### src/rtl/prog_sequencer.sv
// Single-cycle processor sequencer: owns the instruction-memory port, arbitrating
// between the program loader and CPU fetch, and steps the CPU through LOAD/RUN/HALT.
module prog_sequencer #(
  parameter int unsigned ADDR_W  = 8,
  parameter int unsigned INSTR_W = 16,
  parameter logic [4:0]  HALT_OP = 5'b11111
) (
  input  logic               clk,
  input  logic               rst_n,
  input  logic               load_req,
  input  logic               run_req,
  input  logic               stop_req,
  input  logic               ld_valid,
  output logic               ld_ready,
  input  logic [INSTR_W-1:0] ld_data,
  input  logic               ld_last,
  output logic [ADDR_W-1:0]  im_addr,
  output logic [INSTR_W-1:0] im_wdata,
  output logic               im_we,
  input  logic [INSTR_W-1:0] im_rdata,
  input  logic               branch_taken,
  input  logic [ADDR_W-1:0]  branch_target,
  output logic [ADDR_W-1:0]  pc,
  output logic               cpu_en,
  output logic [1:0]         state,
  output logic [ADDR_W:0]    load_words,
  output logic               load_err,
  output logic [15:0]        instr_count
);

  typedef enum logic [1:0] {
    IDLE = 2'b00,
    LOAD = 2'b01,
    RUN  = 2'b10,
    HALT = 2'b11
  } state_t;

  state_t            cur_state;
  state_t            nxt_state;
  logic [ADDR_W-1:0] wr_ptr;
  logic              ld_hs;
  logic              wr_full;
  logic              halt_det;

  assign state    = cur_state;
  assign ld_hs    = (cur_state == LOAD) && ld_valid;
  assign wr_full  = (wr_ptr == '1);
  assign halt_det = (im_rdata[INSTR_W-1 -: 5] == HALT_OP);

  // Address mux kept apart from the cpu_en logic: im_rdata depends on im_addr,
  // so mixing them in one block would form a false combinational loop.
  assign im_addr = (cur_state == LOAD) ? wr_ptr : pc;

  always_ff @(posedge clk or negedge rst_n) begin
    if (!rst_n) begin
      cur_state <= IDLE;
    end else begin
      cur_state <= nxt_state;
    end
  end

  always_comb begin
    nxt_state = cur_state;
    case (cur_state)
      IDLE, HALT: begin
        if (load_req) begin
          nxt_state = LOAD;
        end else if (run_req) begin
          nxt_state = RUN;
        end
      end
      LOAD: begin
        if (ld_hs && (ld_last || wr_full)) begin
          nxt_state = IDLE;
        end
      end
      RUN: begin
        if (stop_req) begin
          nxt_state = IDLE;
        end else if (halt_det) begin
          nxt_state = HALT;
        end
      end
    endcase
  end

  always_comb begin
    ld_ready = 1'b0;
    im_we    = 1'b0;
    im_wdata = '0;
    cpu_en   = 1'b0;
    case (cur_state)
      LOAD: begin
        ld_ready = 1'b1;
        im_we    = ld_valid;
        im_wdata = ld_data;
      end
      RUN: begin
        cpu_en = !stop_req && !halt_det;
      end
      default: begin
      end
    endcase
  end

  always_ff @(posedge clk or negedge rst_n) begin
    if (!rst_n) begin
      pc          <= '0;
      wr_ptr      <= '0;
      load_words  <= '0;
      load_err    <= 1'b0;
      instr_count <= '0;
    end else begin
      case (cur_state)
        IDLE, HALT: begin
          if (load_req) begin
            wr_ptr   <= '0;
            load_err <= 1'b0;
          end else if (run_req) begin
            pc          <= '0;
            instr_count <= '0;
          end
        end
        LOAD: begin
          if (ld_hs) begin
            // Pointer parks at the top address; the load ends there anyway.
            if (!wr_full) begin
              wr_ptr <= wr_ptr + ADDR_W'(1);
            end
            if (ld_last) begin
              load_words <= {1'b0, wr_ptr} + (ADDR_W + 1)'(1);
            end else if (wr_full) begin
              load_words <= {1'b1, {ADDR_W{1'b0}}};
              load_err   <= 1'b1;
            end
          end
        end
        RUN: begin
          if (!stop_req && !halt_det) begin
            pc <= branch_taken ? branch_target : pc + ADDR_W'(1);
            if (instr_count != '1) begin
              instr_count <= instr_count + 16'd1;
            end
          end
        end
      endcase
    end
  end

endmodule

### config.mk
export PLATFORM = sky130hd
export DESIGN_NAME = prog_sequencer
export DESIGN_NICKNAME = d
export VERILOG_FILES = /design/src/rtl/prog_sequencer.sv
export SDC_FILE = /design/constraint.sdc
export NUM_CORES = 1
export LEC_CHECK = 0
export BUFFER_PORTS_ARGS = -buffer_cell sky130_fd_sc_hd__buf_2
export CAP_MARGIN = 20
export CORE_UTILIZATION = 30
export DETAILED_ROUTE_END_ITERATION = 10
export SETUP_SLACK_MARGIN = 0.05
export SYNTH_ARGS = -nofsm -noshare
export SYNTH_HDL_FRONTEND = slang
export SYNTH_SLANG_ARGS = --single-unit
### constraint.sdc
create_clock -name clk -period 3.25 [get_ports clk]
set_input_delay 0.4875 -clock clk [delete_from_list [all_inputs] [get_ports clk]]
set_output_delay 0.4875 -clock clk [all_outputs]
set_load 0.01 [all_outputs]
==> metrics.cfg, run 1 <==
[setup_path]
critPathLaunchType = register
cp.arrival_ns = 1.86
reg2reg_from = state[0]
worstPathRequired_ns = 2.76
r2r_end = instr_count[11]
worstPathMaxFanout = 13
worstSetupEndpointType = primary output
crit_type = reg2out
rrSetupSlack_ns = 0.93
reg2regPathDepth = 7

[synth]
ys_async_sr_fraction_pct = 100.0
synth_commonest_cells = dfrtp_1, nand2_1, o21ai_0
synth-seq-cells = 44
netlist.area_leader.share_pct = 40.74
synth_area_um2 = 2703
syn_avg_cell_area_um2 = 8.746
ys_warn_count = 0
synth_nets = 362
synthCells = 309
yosysSeqAreaShare_pct = 40.74
synth_area_leaders = dfrtp_1, o21ai_0, nand2_1, and2_1, mux2_2
synth_edf_count = 0
yosysUniqueCellTypes = 52
yosys.area.top_type = dfrtp_1
yosys_most_used_dff = dfrtp_1
synth_most_common_cell = dfrtp_1

[timing]
totalNegativeSetupSlack_ns = 0
post-route-period-util_pct = 72.20
fin_skew_ns = 0.01364
finalSetupViolations = 0
slew_headroom_pct = 50.71
rsz0062_at_grt = false
fmax_mhz = 426.2
setup_slack_ns = 0.9037
drv_slew = 0
fin_crit_ns = 2.346
timing.hold.ws_ns = 0.4681
hold_viol = 0
worstMarginPinSlew_ns = 0.7362

[run]
drv_cap = 0

[floorplanning]
core_um2 = 8721
die_h_um = 96.92
start_util_pct = 30.99
boundaryPins = 111
die-area_um2 = 9393
num_rows = 34
die_w_um = 96.92

[clocking]
path_clk_slew_ns = 0.10
numCtsBuffers = 5
cts_max_level = 2
cts_tree = built
clock-sinks = 44
cts_max_path_buffers = 2
postCtsResizedCells = 0
cts-root-buf = clkbuf_8
clk_latency_ns = 0.31

[finish]
areaGrowthSynthToFinish_pct = 25.69
final_cells = 514
drive_gt1_share_pct = 31.28
num_antenna_cells = 0
nets = 458

[power]
p_total_mw = 2.139
irDropWorstVdd_mv = 0.2453
power_density_nw_per_um2 = 629.7
power_leakage_nw = 1.739

[drt]
ant_nets = 0
firstDrtPassIters = 4
drtIter0Drc = 136
postRouteWirelength_mm = 7.120
wl_per_cell_um = 13.85
vias = 2632
via_per_inst = 5.121
drc = 0

[global_routing]
grt_pass1_vias = 2530
grt_pass1_wl_mm = 11.82
grtUsageTotal_pct = 15.15
grt_start_max_net_pins = 45
use_met1_pct = 19.20
met3_usage_pct = 3.468
met2_usage_pct = 25.24
antenna_found_initial = 1
grt-ovfl-total = 0
top_usage_layer = met2

[hold_path]
worstHoldStart = branch_target[2]
min_path_cells = 3
hold_class = in2reg
holdPathEnd = pc[2]

[place]
dp.cells = 504
portBuffers = 99
dp_slack_ns = 0.9534
hpwl_mm = 5.182
place.gp.congestion = 0.7712

[run_status]
status = completed

-- how the worst max path moves through the flow --
stage                  start               to
floorplan           state[0]   instr_count[0]
global placement    state[0]  instr_count[11]
detailed placement  state[0]  instr_count[11]
CTS                 state[0]           cpu_en
global route        state[0]  instr_count[11]
finish              state[0]           cpu_en
-- metrics by stage --
stage | utilization [%] | area [um^2]
detailed placement | 37.29 | 3252
global placement | 37.29 | 3252
CTS | 38.61 | 3367
finish | 38.95 | 3397
floorplan | - | 2703
global route | 38.95 | 3397
-- layer usage --
| metal | vias to the layer above | share of wire (%) |
|---|---|---|
| li1 | 1295 | - |
| met1 | 1244 | 46 |
| met2 | 78 | 47 |
| met3 | 15 | 5.3 |
| met4 | 0 | 1.8 |
| met5 | - | 0 |
-- cell families (layout without fill, tap and decap cells) --
group / count (synthesis) / in the layout / share of synthesized area [%]
multiplexers: 13 / 13 / 5.232
buffers and inverters: 21 / 118 / 4.398
AO/OA/AOI/OAI: 78 / 78 / 17.78
flip-flops: 44 / 44 / 40.74
AND/OR/NAND/NOR: 141 / 141 / 27.27
XOR/XNOR: 7 / 7 / 2.269
adder cells (fa/ha/maj): 5 / 5 / 2.315
-- flip-flops by register name (all words and copies together), names as in the netlist --
name and flops:
instr_count 16, load_err 1, load_words 9, pc 8, state 2, wr_ptr 8
-- placed cells by master (no fill, tap or decap), types with 6 or more instances in the layout --
master,Yosys,final
o21ai_0,41,41
buf_2,2,99
nand3_1,19,19
nor2_1,19,19
mux2_2,9,9
inv_1,8,8
nor3_1,8,8
nand2_1,43,43
dfrtp_1,44,44
a21oi_1,8,8
and2_1,19,19
nand2b_1,6,6
-- power breakdown --
part / total (mW) / switching (mW) / internal (mW)
Sequential: 0.738 / 0.108 / 0.630
Clock: 0.445 / 0.213 / 0.232
Combinational: 0.957 / 0.574 / 0.383
-- worst max-delay path: stages, from the launching register on --
cell and delay [ns]:
dfrtp_1 0.40, inv_1 0.10, ha_1 0.29, nand2b_1 0.12
a31o_2 0.34, inv_1 0.15, buf_2 0.15
-- cell type report --
class,count,area [um^2]
sequential,44,1101
multi-input combinational,244,1483
tap,108,135.1
fill,898,5324
timing repair buffer,102,533.0
inverter,8,30.03
clock inverter,3,46.29
clock buffer,5,68.82
-- what timing repair did --
item                                   CTS  global route
setup buffers                            0             0
hold buffers                             0             1
endpoints found under the hold margin    0             5
No activity file was read; power rests on OpenSTA's default activity.
==> run 2, diff against run 1 <==
==> constraint.sdc (replaced) <==
create_clock -name clk -period 2.45 [get_ports clk]
set_input_delay 0.3675 -clock clk [delete_from_list [all_inputs] [get_ports clk]]
set_output_delay 0.3675 -clock clk [all_outputs]
set_load 0.01 [all_outputs]
==> run 2 against run 1 <==
Net effect:
- combinational power increased by 39%
- sequential power increased by 33%
- non-clock buffer count increased by 8
- first-iteration DRC count decreased by 20%
- critical endpoint is now instr_count[4]
- setup slack got worse by 0.70 ns
- critical path depth increased by 1
- clock power increased by 11%
- cell count increased by 1.6%
==> metrics.cfg, run 2 (same netlist as run 1, synthesis figures left out) <==
[timing]
fin_skew_ns = 0.005332  ; -0.008308 ns
hold_viol = 0  ; unchanged
totalNegativeSetupSlack_ns = 0  ; unchanged
fmax_mhz = 445.8
fin_crit_ns = 2.243
finalSetupViolations = 0  ; unchanged
slew_headroom_pct = 64.77  ; +14 points
rsz0062_at_grt = false
post-route-period-util_pct = 91.56
drv_slew = 0  ; unchanged
worstMarginPinSlew_ns = 0.5249  ; -0.2112 ns

[finish]
top_register = instr_count
num_antenna_cells = 0  ; unchanged
areaGrowthSynthToFinish_pct = 26.81
nFillCells = 897  ; -0.11%
top_regs = instr_count: 16 flops, load_words: 9 flops
final_cell_mix = buf_2, dfrtp_1, nand2_1, o21ai_0
mostFrequentLayoutCell = buf_2
largest_reg_flops = 16  ; unchanged
fin_util_pct = 39.30  ; +0.34 points
final_cells = 522  ; +1.6%
nets = 466  ; +1.7%
drive_gt1_share_pct = 32.61  ; +1.3 points

[clocking]
cts_tree = built
path_clk_slew_ns = 0.09  ; about the same
postCtsResizedCells = 0  ; unchanged
clock-sinks = 44  ; unchanged
clk_latency_ns = 0.30  ; about the same
cts_max_path_buffers = 2  ; unchanged
cts_max_level = 2  ; unchanged
numCtsBuffers = 5  ; unchanged
post_cts_buffers = 0  ; unchanged
cts-root-buf = clkbuf_8
cts_hold_repair.buffers = 1  ; +1

[floorplanning]
die_h_um = 96.92  ; unchanged
start_util_pct = 30.99  ; unchanged
boundaryPins = 111  ; unchanged
num_rows = 34  ; unchanged
die_w_um = 96.92  ; unchanged
core_um2 = 8721  ; unchanged
die-area_um2 = 9393  ; unchanged

[global_routing]
grtUsageTotal_pct = 15.44  ; +0.29 points
grt_pass1_vias = 2480  ; -2.0%
grt_start_max_net_pins = 26  ; -42%
grt_pass1_wl_mm = 12.01  ; +1.6%
grt-ovfl-total = 0  ; unchanged
antenna_found_initial = 1  ; unchanged

[drt]
vias = 2611  ; -0.80%
postRouteWirelength_mm = 7.233  ; +1.6%
ant_nets = 0  ; unchanged
drtIter0Drc = 109  ; -20%
firstDrtPassIters = 4  ; unchanged
wl_per_cell_um = 13.86  ; about the same
via_per_inst = 5.002  ; -2.3%
drc = 0  ; unchanged

[place]
dp.cells = 513  ; +1.8%
hpwl_mm = 5.446  ; +5.1%
place.gp.congestion = 0.7907  ; +2.5%
portBuffers = 99  ; unchanged

[setup_path]
rrSetupSlack_ns = 0.21  ; -0.72 ns
worstSetupEndpointType = register
worstPathMaxFanout = 16  ; +3
crit_type = reg2reg
critPathLaunchType = register
cp.arrival_ns = 2.44  ; +0.58 ns
worstPathRequired_ns = 2.64  ; -0.12 ns

[power]
irDropWorstVdd_mv = 0.3279  ; +34%
power_leakage_nw = 1.762  ; +1.3%
power_density_nw_per_um2 = 818.7  ; +30%

[run_status]
status = completed

[hold_path]
hold_class = in2reg

[run]
drv_cap = 0  ; unchanged

[run 2: path summary, 6_finish.rpt]
| path | from | cells past startpoint | end |
|---|---|---|---|
| worst min-delay path | branch_target[5] | 3 | pc[5] |
| worst max register to register | state[0] | 7 | instr_count[4] |
| worst min register to register | load_words[3] | 2 | load_words[3] |
| worst max-delay path | state[0] | 7 | instr_count[4] |
| min in group asynchronous | rst_n | 2 | load_words[7] |
| max in group asynchronous | rst_n | 3 | instr_count[12] |
[run 2: metal layers]
| metal | track usage [%] | part of all wire [%] | vias to the layer above |
|---|---|---|---|
| met2 | 26.06 | 49 | 66 |
| met4 | 3.330 | 1.0 | 0 |
| li1 | - | - | 1305 |
| met3 | 3.251 | 4.7 | 6 |
| met1 | 20.30 | 45 | 1234 |
| met5 | 0 | 0 | - |
[run 2: where the power goes]
group          internal [mW]  total, mW  switching, mW  leakage (nW)
registers              0.836      0.982          0.147         0.605
clock network          0.229      0.495          0.266        0.0434
logic                  0.560       1.33          0.769          1.11
[run 2: worst max-delay path, cell delays in order (launching register included)]
cell and delay [ns]:
dfrtp_1 0.41, inv_1 0.10, ha_1 0.28, nand2b_1 0.13, a31o_2 0.35, o31a_4 0.47, a21o_1 0.18, a22o_1 0.22
[run 2: stage by stage]
| step | setup slack [ns] | hold slack, ns | cell area (um^2) | power (mW) |
|---|---|---|---|---|
| after CTS | 0.1977 | 0.3538 | 3427 | 2.839 |
| after floorplan | 0.4301 | 0.07191 | 2703 | 1.881 |
| final | 0.2068 | 0.3590 | 3427 | 2.806 |
| after global routing | 0.1170 | 0.3693 | 3427 | 3.036 |
| after global placement | 0.2830 | 0.2613 | 3319 | 2.302 |
| after detailed placement | 0.2243 | 0.2685 | 3319 | 2.332 |
[run 2: cell type report]
cell class / instances / area, um^2 / share of cell area [%]
Inverter: 8 / 30.03 / 0.8762
Multi-Input combinational cell: 244 / 1483 / 43.26
Tap cell: 108 / 135.1 / 3.943
Timing Repair Buffer: 110 / 580.6 / 16.94
Sequential cell: 44 / 1101 / 32.13
Clock inverter: 2 / 15.01 / 0.4381
Clock buffer: 6 / 82.58 / 2.410
